`src/rtl/wb_write_queue_if.sv`:
```
// Producer, register-file write and bypass-lookup signals of the write-back queue.
// The master side drives results, drain enable and lookup addresses; the slave side is the queue.
interface wb_write_queue_if #(
  parameter int DEPTH  = 4,
  parameter int DATA_W = 64,
  parameter int ADDR_W = 5
);
  localparam int CNT_W = $clog2(DEPTH + 1);

  logic              alu_valid;
  logic              alu_ready;
  logic [ADDR_W-1:0] alu_reg;
  logic [DATA_W-1:0] alu_data;

  logic              ld_valid;
  logic              ld_ready;
  logic [ADDR_W-1:0] ld_reg;
  logic [DATA_W-1:0] ld_data;

  logic              drain_en;
  logic              RegWrite;
  logic [ADDR_W-1:0] WriteRegister;
  logic [DATA_W-1:0] WriteData;

  logic [ADDR_W-1:0] ReadRegister1;
  logic [ADDR_W-1:0] ReadRegister2;
  logic              byp_hit1;
  logic [DATA_W-1:0] byp_data1;
  logic              byp_hit2;
  logic [DATA_W-1:0] byp_data2;

  logic [CNT_W-1:0]  count;
  logic              full;
  logic              empty;

  modport master (
    output alu_valid, alu_reg, alu_data,
    output ld_valid, ld_reg, ld_data,
    output drain_en, ReadRegister1, ReadRegister2,
    input  alu_ready, ld_ready,
    input  RegWrite, WriteRegister, WriteData,
    input  byp_hit1, byp_data1, byp_hit2, byp_data2,
    input  count, full, empty
  );

  modport slave (
    input  alu_valid, alu_reg, alu_data,
    input  ld_valid, ld_reg, ld_data,
    input  drain_en, ReadRegister1, ReadRegister2,
    output alu_ready, ld_ready,
    output RegWrite, WriteRegister, WriteData,
    output byp_hit1, byp_data1, byp_hit2, byp_data2,
    output count, full, empty
  );
endinterface

```
`src/rtl/wb_write_queue.sv`:
```
// In-order write-back queue merging ALU and load results onto the single register-file write port,
// with a combinational youngest-match bypass so the read stage sees values still queued.
module wb_write_queue #(
  parameter int DEPTH  = 4,
  parameter int DATA_W = 64,
  parameter int ADDR_W = 5
) (
  input logic            clk,
  input logic            reset,
  wb_write_queue_if.slave wq
);
  localparam int PTR_W = $clog2(DEPTH);
  localparam int CNT_W = $clog2(DEPTH + 1);
  localparam logic [ADDR_W-1:0] ZERO_REG = ADDR_W'(31);

  logic [ADDR_W-1:0] entryReg  [DEPTH];
  logic [DATA_W-1:0] entryData [DEPTH];
  logic [PTR_W-1:0]  headPtr;
  logic [PTR_W-1:0]  tailPtr;
  logic [CNT_W-1:0]  occCount;

  logic              isFull;
  logic              isEmpty;
  logic              ldFire;
  logic              aluFire;
  logic              doPush;
  logic              doPop;
  logic [ADDR_W-1:0] enqReg;
  logic [DATA_W-1:0] enqData;

  assign isFull  = (occCount == CNT_W'(DEPTH));
  assign isEmpty = (occCount == '0);

  // Readiness comes from registered occupancy only, so a pop never frees a slot in the same cycle.
  assign wq.ld_ready  = !isFull;
  assign wq.alu_ready = !isFull && !wq.ld_valid;

  assign ldFire  = wq.ld_valid && !isFull;
  assign aluFire = wq.alu_valid && !isFull && !wq.ld_valid;

  always_comb begin
    enqReg  = wq.alu_reg;
    enqData = wq.alu_data;
    if (wq.ld_valid) begin
      enqReg  = wq.ld_reg;
      enqData = wq.ld_data;
    end
  end

  // Writes to x31 complete the handshake but occupy no slot.
  assign doPush = (ldFire || aluFire) && (enqReg != ZERO_REG);
  assign doPop  = !isEmpty && wq.drain_en;

  always_ff @(posedge clk) begin
    if (reset) begin
      headPtr  <= '0;
      tailPtr  <= '0;
      occCount <= '0;
    end else begin
      if (doPush) begin
        tailPtr <= tailPtr + PTR_W'(1);
      end
      if (doPop) begin
        headPtr <= headPtr + PTR_W'(1);
      end
      if (doPush && !doPop) begin
        occCount <= occCount + CNT_W'(1);
      end else if (doPop && !doPush) begin
        occCount <= occCount - CNT_W'(1);
      end
    end
  end

  always_ff @(posedge clk) begin
    if (doPush) begin
      entryReg[tailPtr]  <= enqReg;
      entryData[tailPtr] <= enqData;
    end
  end

  assign wq.RegWrite      = doPop;
  assign wq.WriteRegister = entryReg[headPtr];
  assign wq.WriteData     = entryData[headPtr];

  assign wq.count = occCount;
  assign wq.full  = isFull;
  assign wq.empty = isEmpty;

  logic [ADDR_W-1:0] lookAddr [2];
  logic              lookHit  [2];
  logic [DATA_W-1:0] lookData [2];

  assign lookAddr[0] = wq.ReadRegister1;
  assign lookAddr[1] = wq.ReadRegister2;

  // Walk oldest to youngest so the last match (the youngest) wins; the head is included.
  always_comb begin
    for (int p = 0; p < 2; p++) begin
      lookHit[p]  = 1'b0;
      lookData[p] = '0;
      for (int i = 0; i < DEPTH; i++) begin
        if ((CNT_W'(i) < occCount) &&
            (lookAddr[p] != ZERO_REG) &&
            (entryReg[headPtr + PTR_W'(i)] == lookAddr[p])) begin
          lookHit[p]  = 1'b1;
          lookData[p] = entryData[headPtr + PTR_W'(i)];
        end
      end
    end
  end

  assign wq.byp_hit1  = lookHit[0];
  assign wq.byp_data1 = lookData[0];
  assign wq.byp_hit2  = lookHit[1];
  assign wq.byp_data2 = lookData[1];

  a_count_bound: assert property (@(posedge clk) disable iff (reset) occCount <= CNT_W'(DEPTH));
  a_no_push_full: assert property (@(posedge clk) disable iff (reset) isFull |-> !doPush);

endmodule

```
`src/flat_wrapper.sv`:
```
// flat-port wrapper written by rule: the top's interface ports become plain ports
module wb_write_queue_flat 
#(
  parameter int DEPTH  = 4,
  parameter int DATA_W = 64,
  parameter int ADDR_W = 5
)
  (clk, reset, wq_alu_valid, wq_alu_reg, wq_alu_data, wq_ld_valid, wq_ld_reg, wq_ld_data, wq_drain_en, wq_ReadRegister1, wq_ReadRegister2, wq_alu_ready, wq_ld_ready, wq_RegWrite, wq_WriteRegister, wq_WriteData, wq_byp_hit1, wq_byp_data1, wq_byp_hit2, wq_byp_data2, wq_count, wq_full, wq_empty);
  wb_write_queue_if #(.DEPTH(DEPTH), .DATA_W(DATA_W), .ADDR_W(ADDR_W)) wq_i ();
  input logic clk;
  input logic reset;
  input wire logic [$bits(wq_i.alu_valid)-1:0] wq_alu_valid;
  input wire logic [$bits(wq_i.alu_reg)-1:0] wq_alu_reg;
  input wire logic [$bits(wq_i.alu_data)-1:0] wq_alu_data;
  input wire logic [$bits(wq_i.ld_valid)-1:0] wq_ld_valid;
  input wire logic [$bits(wq_i.ld_reg)-1:0] wq_ld_reg;
  input wire logic [$bits(wq_i.ld_data)-1:0] wq_ld_data;
  input wire logic [$bits(wq_i.drain_en)-1:0] wq_drain_en;
  input wire logic [$bits(wq_i.ReadRegister1)-1:0] wq_ReadRegister1;
  input wire logic [$bits(wq_i.ReadRegister2)-1:0] wq_ReadRegister2;
  output wire logic [$bits(wq_i.alu_ready)-1:0] wq_alu_ready;
  output wire logic [$bits(wq_i.ld_ready)-1:0] wq_ld_ready;
  output wire logic [$bits(wq_i.RegWrite)-1:0] wq_RegWrite;
  output wire logic [$bits(wq_i.WriteRegister)-1:0] wq_WriteRegister;
  output wire logic [$bits(wq_i.WriteData)-1:0] wq_WriteData;
  output wire logic [$bits(wq_i.byp_hit1)-1:0] wq_byp_hit1;
  output wire logic [$bits(wq_i.byp_data1)-1:0] wq_byp_data1;
  output wire logic [$bits(wq_i.byp_hit2)-1:0] wq_byp_hit2;
  output wire logic [$bits(wq_i.byp_data2)-1:0] wq_byp_data2;
  output wire logic [$bits(wq_i.count)-1:0] wq_count;
  output wire logic [$bits(wq_i.full)-1:0] wq_full;
  output wire logic [$bits(wq_i.empty)-1:0] wq_empty;
  assign wq_i.alu_valid = wq_alu_valid;
  assign wq_i.alu_reg = wq_alu_reg;
  assign wq_i.alu_data = wq_alu_data;
  assign wq_i.ld_valid = wq_ld_valid;
  assign wq_i.ld_reg = wq_ld_reg;
  assign wq_i.ld_data = wq_ld_data;
  assign wq_i.drain_en = wq_drain_en;
  assign wq_i.ReadRegister1 = wq_ReadRegister1;
  assign wq_i.ReadRegister2 = wq_ReadRegister2;
  assign wq_alu_ready = wq_i.alu_ready;
  assign wq_ld_ready = wq_i.ld_ready;
  assign wq_RegWrite = wq_i.RegWrite;
  assign wq_WriteRegister = wq_i.WriteRegister;
  assign wq_WriteData = wq_i.WriteData;
  assign wq_byp_hit1 = wq_i.byp_hit1;
  assign wq_byp_data1 = wq_i.byp_data1;
  assign wq_byp_hit2 = wq_i.byp_hit2;
  assign wq_byp_data2 = wq_i.byp_data2;
  assign wq_count = wq_i.count;
  assign wq_full = wq_i.full;
  assign wq_empty = wq_i.empty;
  wb_write_queue #(.DEPTH(DEPTH), .DATA_W(DATA_W), .ADDR_W(ADDR_W)) u_core (.clk(clk), .reset(reset), .wq(wq_i));
endmodule
```
`config.mk`:
```
export PLATFORM = sky130hd
export DESIGN_NAME = wb_write_queue_flat
export DESIGN_NICKNAME = d
export VERILOG_FILES = /design/src/rtl/wb_write_queue_if.sv /design/src/rtl/wb_write_queue.sv /design/src/flat_wrapper.sv
export SDC_FILE = /design/constraint.sdc
export NUM_CORES = 1
export LEC_CHECK = 0
export ABC_AREA = 0
export CORE_AREA = 2 2 199 201
export DETAILED_ROUTE_END_ITERATION = 8
export DIE_AREA = 0 0 201 203
export HOLD_SLACK_MARGIN = 0.12
export PLACE_DENSITY = 0.79
export SYNTH_ARGS = -nofsm -noshare
export SYNTH_HDL_FRONTEND = slang
export SYNTH_SLANG_ARGS = --single-unit
```
`constraint.sdc`:
```
create_clock -name clk -period 5.4 [get_ports clk]
set_input_delay 0.81 -clock clk [delete_from_list [all_inputs] [get_ports clk]]
set_output_delay 0.81 -clock clk [all_outputs]
set_load 0.01 [all_outputs]
```
==> results.md, run 1 <==
- Synth Warn #: 0
- Period minus WS final: between 5 and 6 ns
- Vias in the first global route: approximately 18000
- Async S/R FF share, synth: 0
- Post-place setup slack: 0.2682 ns
- Die height: 203 um
- Netlist cell types: 56
- Fraction of the yosys area taken by sequential cells: 0.4021
- Total global-route track usage: 0.3146
- Number of nets in the finished design: 2334
- Share of final-layout standard cells stronger than drive strength 1: 0.1652
- Kind of end point of the critical path: primary output
- Setup repair after global routing missed its margin: false
- Number of hold buffers added after CTS: 0
- Mean post-synth cell area: 11.01 sq um
- Sequential cell area: 8483 sq um
- Leading cell type in the layout, fill and taps excluded: clkdlybuf4s50_1
- Final period util: 0.9640
- Signal arrival time at the worst endpoint: 4.40 ns
- Fmax: 192.1 MHz
- Total iterations of the first detailed-routing run: 5
- Vias per Instance: 6.534
- Die width: 201 um
- Final worst clock skew: 0.009016 ns
- Critical path data required time: 4.59 ns
- Clock Latency Late Sink: ~0.52 ns
- Synth area leaders: edfxtp_1, mux2i_1, mux4_2
- Bufs on Longest Clock Path: 3
- Routed wire per std cell: 24.07 um
- Clock tree root buffer cell: clkbuf_16
- Detailed placement HPWL: about 43 mm
- TritonCTS Sinks: approximately 290
- Total via count in the routed design: 17754
- Worst setup margin: ~0.2 ns
- Maximum number of pins on one net before global-route repair: 154
- Measured slew at the worst slew-check pin: 0.9783 ns
- Port bufs: 359
- Count of pins over their slew limit: 0
- Total routed wirelength: 65.39 mm
- Initial Utilization: 0.5475
- Global-route wire length before repair: just over 100 mm
- Core Footprint: 38470 sq um
- Yosys top cell area share: 0.3936
- # rows: 72
- Peak supply drop: 0.0003420 V
- Sum Neg Setup Slack: 0 ns
- Drt initial violations: 1673
- Count of max-cap constraint violations: 0
- Setup Viol. Count Final: 0
- Commonest cells after routing, fill and taps aside: clkdlybuf4s50_1, edfxtp_1, mux2i_1
- Primary FF master, synth: edfxtp_1
- Number of buffers inserted during clock tree synthesis: 34
- Total of flip-flops plus latches after synthesis: about 290
- Tightest Hold Check Type: reg -> reg
- Worst rel slew slack: 0.3478
- Post-synth EDFFs: 276
- Area of the multi-input gates: 11760 sq um
- Count of antenna-violating nets left after detailed routing: 0
- Number of instances in the synthesized netlist: 1913
- Summed instance area of the synthesized netlist: 21060 sq um
- Start-to-end type of the worst setup path: reg -> out
- Initial antenna violation count: 1
- TritonCTS clock tree: yes
- Result of the run: complete, no violations
- Leakage Power: 8.065 nW
- Die Outline Area: 40800 sq um
- Number of ports placed on the die boundary: 360
- DRC violations left: 0
- Hold Fails Final Rpt: 0
- Final core utilization: 0.6825
- Crit-path max FO: 26
- Worst-path clk slew: 0.05 ns
- Maximum level of the CTS H-tree: 2
- Overall overflow remaining after global route: 0
- Layout overhead on the synthesized area: 24.66%
- Cell area power density: 465.3 nW/um^2
- Largest area contributor in the synthesized netlist: edfxtp_1
- Placer's final routability congestion estimate: approximately 0.9
- Net count after synthesis: 2074
- Type of element launching the critical path: flip-flop
- Fill cell total of the finished layout: 2850
-- per-stage QoR --
stage | instances | hold slack, ns | cell area (sq um) | total power (W)
floorplan | 1913 | 0.5382 | 21060 | 0.007356
global placement | 2654 | 0.5604 | 25020 | 0.009486
detailed placement | 2654 | 0.5929 | 25020 | 0.009671
CTS | 2716 | 0.6056 | 26240 | 0.01218
global route | 2716 | 0.6362 | 26250 | 0.01283
finish | 2717 | 0.6066 | 26250 | 0.01222
-- power breakdown --
part	internal [W]	switching, W	leakage [nW]
combinational	0.00277	0.00353	4.85
clock	0.00157	0.000897	0.583
sequential	0.00306	0.000395	2.63
total	0.00740	0.00482	8.07
-- routing by layer --
layer	wire, um	track usage	share of wire	vias to the layer above
li1	-	-	-	7936
met1	25600	0.3978	0.39	8702
met2	31810	0.5344	0.49	948
met3	5549	0.05409	0.085	168
met4	2430	0.1352	0.037	0
met5	0	0	0	-
-- registers in the layout, indices dropped and copies added, names as in the netlist, named ones only --
| name | count |
|---|---|
| u_core.entryReg | 20 |
| u_core.entryData | 256 |
| u_core.wq.count | 3 |
| u_core.headPtr | 2 |
| u_core.tailPtr | 2 |
-- path summary, 6_finish.rpt --
path | slack, ns | to | depth (start not counted) | startpoint
setup / recovery | 0.19 | wq_byp_data1[49] | 9 | u_core.headPtr[0]
hold reg to reg | 0.61 | u_core.tailPtr[0] | 2 | u_core.tailPtr[0]
hold / removal | 0.61 | u_core.tailPtr[0] | 2 | u_core.tailPtr[0]
setup reg to reg | 2.33 | u_core.entryData[0][50] | 7 | u_core.wq.count[0]
-- worst max-delay path, stage by stage (launching register included) --
cell and delay, ns:
dfxtp_4 0.63, mux4_2 0.59, xor2_1 0.17, a2111oi_2 0.49
and3_4 0.48, buf_12 0.29, buf_4 0.28, mux2i_1 0.28
o221ai_2 0.13, clkdlybuf4s50_1 0.50
-- Yosys cell counts, types with 3 or more instances --
| cell | number |
|---|---|
| nor2_1 | 114 |
| inv_1 | 9 |
| buf_1 | 18 |
| edfxtp_1 | 276 |
| xnor2_1 | 35 |
| nor3_1 | 9 |
| buf_6 | 8 |
| a21oi_1 | 149 |
| mux2_2 | 133 |
| buf_2 | 50 |
| o221ai_1 | 28 |
| nor2b_1 | 63 |
| o211ai_1 | 3 |
| nand3_1 | 6 |
| ha_1 | 8 |
| and2_1 | 5 |
| clkbuf_1 | 98 |
| and3_1 | 15 |
| o32a_1 | 47 |
| mux4_2 | 83 |
| a211oi_1 | 79 |
| dfxtp_1 | 9 |
| a2bb2oi_1 | 14 |
| mux2i_1 | 256 |
| o21ai_0 | 118 |
| o31ai_1 | 16 |
| xor2_1 | 14 |
| buf_4 | 12 |
| nand2b_1 | 3 |
| o221ai_2 | 21 |
| o221a_2 | 3 |
| nand2_1 | 182 |
-- cells by family after synthesis --
group | share of synthesized area
multiplexers | 0.2816
AND/OR/NAND/NOR | 0.08835
flip-flops | 0.4021
adder cells (fa/ha/maj) | 0.004753
XOR/XNOR | 0.02038
buffers and inverters | 0.04325
AO/OA/AOI/OAI | 0.1596
-- timing repair --
| action | in CTS | in global routing |
|---|---|---|
| gates resized for setup | 0 | 4 |
| setup buffers | 1 | 0 |
| endpoints found under the setup margin | 1 | 3 |
| hold endpoints to repair | 0 | 0 |
-- cell type report --
type | count | area share
Clock inverter | 20 | 0.01010
Antenna cell | 1 | 0.00009532
Clock buffer | 41 | 0.03584
Sequential cell | 285 | 0.3231
Inverter | 10 | 0.001525
Multi-Input combinational cell | 1431 | 0.4481
Timing Repair Buffer | 411 | 0.1565
Tap cell | 518 | 0.02469
(Power assumes the default switching activity.)
==> run 2, diff against run 1 <==
--- a/config.mk
+++ b/config.mk
@@ -6,11 +6,12 @@
 export NUM_CORES = 1
 export LEC_CHECK = 0
 export ABC_AREA = 0
-export CORE_AREA = 2 2 199 201
+export CORE_AREA = 2 2 178 180
 export DETAILED_ROUTE_END_ITERATION = 8
-export DIE_AREA = 0 0 201 203
+export DIE_AREA = 0 0 180 182
+export DONT_BUFFER_PORTS = 1
 export HOLD_SLACK_MARGIN = 0.12
-export PLACE_DENSITY = 0.79
+export PLACE_DENSITY = 0.82
 export SYNTH_ARGS = -nofsm -noshare
 export SYNTH_HDL_FRONTEND = slang
 export SYNTH_SLANG_ARGS = --single-unit
==> constraint.sdc (replaced) <==
create_clock -name clk -period 6.3 [get_ports clk]
set_input_delay 0.945 -clock clk [delete_from_list [all_inputs] [get_ports clk]]
set_output_delay 0.945 -clock clk [all_outputs]
set_load 0.01 [all_outputs]
==> run 2 against run 1 <==
  * Non-clock buffer count is 379 lower
  * Final area down 16%
  * Highest routed layer unchanged
  * Sequential share of layout area up 6.4 points
==> results.md, run 2 (synthesis gave the netlist of run 1 again) <==
- Placer's final routability congestion estimate: 0.8980 (+1.0%)
- Port bufs: 0 (-100%)
- Initial Utilization: 0.6796 (+0.1322)
- # rows: 65 (-9.7%)
- Drt initial violations: 1828 (+9.3%)
- Die Outline Area: 32760 sq um (-20%)
- Register with the most flip-flops: u_core.entryData
- Setup Viol. Count Final: 0 (unchanged)
- Hold Crit Depth: 1 (-1)
- Setup repair after global routing missed its margin: false
- Max FFs per register: 256 (unchanged)
- Commonest cells after routing, fill and taps aside: edfxtp_1, mux2i_1, nand2_1
- Number of buffers inserted during clock tree synthesis: 31 (-8.8%)
- Cell area power density: 410.9 nW/um^2 (-12%)
- Period minus WS final: 5.797 ns
- Sum Neg Setup Slack: 0 ns (unchanged)
- Leakage Power: 6.448 nW (-20%)
- Vias in the first global route: 15759 (-13%)
- Setup slack of the most critical reg-to-reg path: 2.93 ns (+0.60 ns)
- Worst-path clk slew: 0.06 ns (about the same)
- Signal arrival time at the worst endpoint: 4.85 ns (+0.45 ns)
- Worst setup margin: 0.5027 ns (+0.3083 ns)
- Hold Fails Final Rpt: 0 (unchanged)
- Measured slew at the worst slew-check pin: 1.331 ns (+0.3523 ns)
- Global-route wire length before repair: 89.67 mm (-11%)
- Maximum number of pins on one net before global-route repair: 100 (-35%)
- Number of cells traversed by the worst register-to-register path: 7 (unchanged)
- Post-place setup slack: 1.260 ns (+0.9919 ns)
- Clock tree root buffer cell: clkbuf_16
- Capturing point of the worst reg2reg path: u_core.entryData[2][6]
- TritonCTS clock tree: yes
- Maximum level of the CTS H-tree: 1 (-1)
- Die width: 180 um (-10%)
- Total iterations of the first detailed-routing run: 6 (+1)
- TritonCTS Sinks: 285 (unchanged)
- Core Footprint: 30990 sq um (-19%)
- Crit-path max FO: 73 (+180%)
- Total routed wirelength: 58.52 mm (-11%)
- Type of element launching the critical path: flip-flop
- CTS resizes: 0 (unchanged)
- Total via count in the routed design: 16210 (-8.7%)
- Bufs on Longest Clock Path: 3 (unchanged)
- Tightest Hold Check Type: in -> reg
- Number of hold buffers added after CTS: 0 (unchanged)
- Count of antenna-violating nets left after detailed routing: 0 (unchanged)
- Vias per Instance: 7.305 (+12%)
- Final worst clock skew: 0.01268 ns (+0.003667 ns)
- Hold path startpoint: reset
- Peak supply drop: 0.0002381 V (-30%)
- Startpoint of the most critical register-to-register path: u_core.wq.count[0]
- Leading cell type in the layout, fill and taps excluded: edfxtp_1
- Final period util: 0.9202
- Count of max-cap constraint violations: 0 (unchanged)
- Number of ports placed on the die boundary: 360 (unchanged)
- Kind of end point of the critical path: primary output
- Die height: 182 um (-10%)
- Fmax: 172.5 MHz
- Initial antenna violation count: 1 (unchanged)
- Count of pins over their slew limit: 0 (unchanged)
- Detailed placement HPWL: 37.75 mm (-13%)
- Number of nets in the finished design: 1952 (-16%)
- Layout overhead on the synthesized area: 4.117%
- Clock Latency Late Sink: 0.58 ns (+0.06 ns)
- Start-to-end type of the worst setup path: reg -> out
- Routed wire per std cell: 26.37 um (+9.6%)
- Result of the run: complete, no violations
- Overall overflow remaining after global route: 0 (unchanged)
- Total setup buffers inserted after CTS: 0 (-1)
- Total global-route track usage: 0.3469 (+0.03230)
- Worst rel slew slack: 0.1129 (-0.2349)
- Share of final-layout standard cells stronger than drive strength 1: 0.1828 (+0.01767)
- DRC violations left: 0 (unchanged)
- Critical path data required time: 5.35 ns (+0.76 ns)
-- run 2: changes by cell type in the layout (fill, tap and decap cells not counted), moves of 2 or more --
cell,change
buf_12,-9
buf_4,-9
buf_6,-2
bufinv_16,-7
clkbuf_1,+5
clkbuf_16,-6
clkdlybuf4s50_1,-358
clkinv_2,+3
-- run 2: worst max-delay path by stage --
| stage | to | startpoint | slack, ns |
|---|---|---|---|
| 5_1_grt | wq_byp_data1[35] | u_core.headPtr[0] | 0.31 |
| 4_1_cts | wq_byp_data1[35] | u_core.headPtr[0] | 0.64 |
| 2_1_floorplan | u_core.entryData[0][0] | wq_ld_valid | 2.03 |
| 3_3_place_gp | wq_byp_data1[36] | u_core.headPtr[0] | 1.33 |
| 6_report | wq_byp_data1[35] | u_core.headPtr[0] | 0.50 |
| 3_5_place_dp | wq_byp_data1[35] | u_core.headPtr[0] | 1.26 |
-- run 2: report_power, final --
part / internal [W] / switching (W) / total (W) / leakage [nW]
logic: 0.00159 / 0.00278 / 0.00437 / 3.38
registers: 0.00263 / 0.000383 / 0.00301 / 2.63
clock network: 0.000902 / 0.000729 / 0.00163 / 0.439
total: 0.00511 / 0.00390 / 0.00901 / 6.45
-- run 2: routing by layer --
metal / routed length (um) / global-route usage
met4: 2064 / 0.1376
met3: 5823 / 0.06137
met5: 0 / 0
met1: 22180 / 0.4521
met2: 28450 / 0.5808
-- run 2: final cells by class --
type                            count  area (sq um)
Tap cell                          402         503.0
Fill cell                        2156          9060
Inverter                           10         40.04
Sequential cell                   285          8483
Clock inverter                     18         93.84
Multi-Input combinational cell   1431         11750
Antenna cell                        1         2.502
Clock buffer                       40         809.5
Timing Repair Buffer               32         240.2
-- run 2: metrics by stage --
stage               hold slack (ns)  cell area [sq um]  instances  utilization  total power [W]
global placement             0.5620              21020       2160       0.6784         0.007176
floorplan                    0.5382              21060       1913            -         0.006305
finish                       0.4293              21930       2219       0.7076         0.009010
detailed placement           0.5770              21020       2160       0.6784         0.007313
CTS                          0.4108              21920       2218       0.7075         0.008946
global route                 0.4081              21930       2219       0.7076         0.009470
-- run 2: worst max-delay path: stages, from the launching register on --
cell	delay, ns
dfxtp_4	0.70
buf_4	0.61
mux4_2	0.41
xnor2_1	0.19
nand2_1	0.14
a211oi_4	0.22
buf_4	0.49
nor2_1	0.13
nand2_2	0.74
buf_4	0.36
o221ai_1	0.21
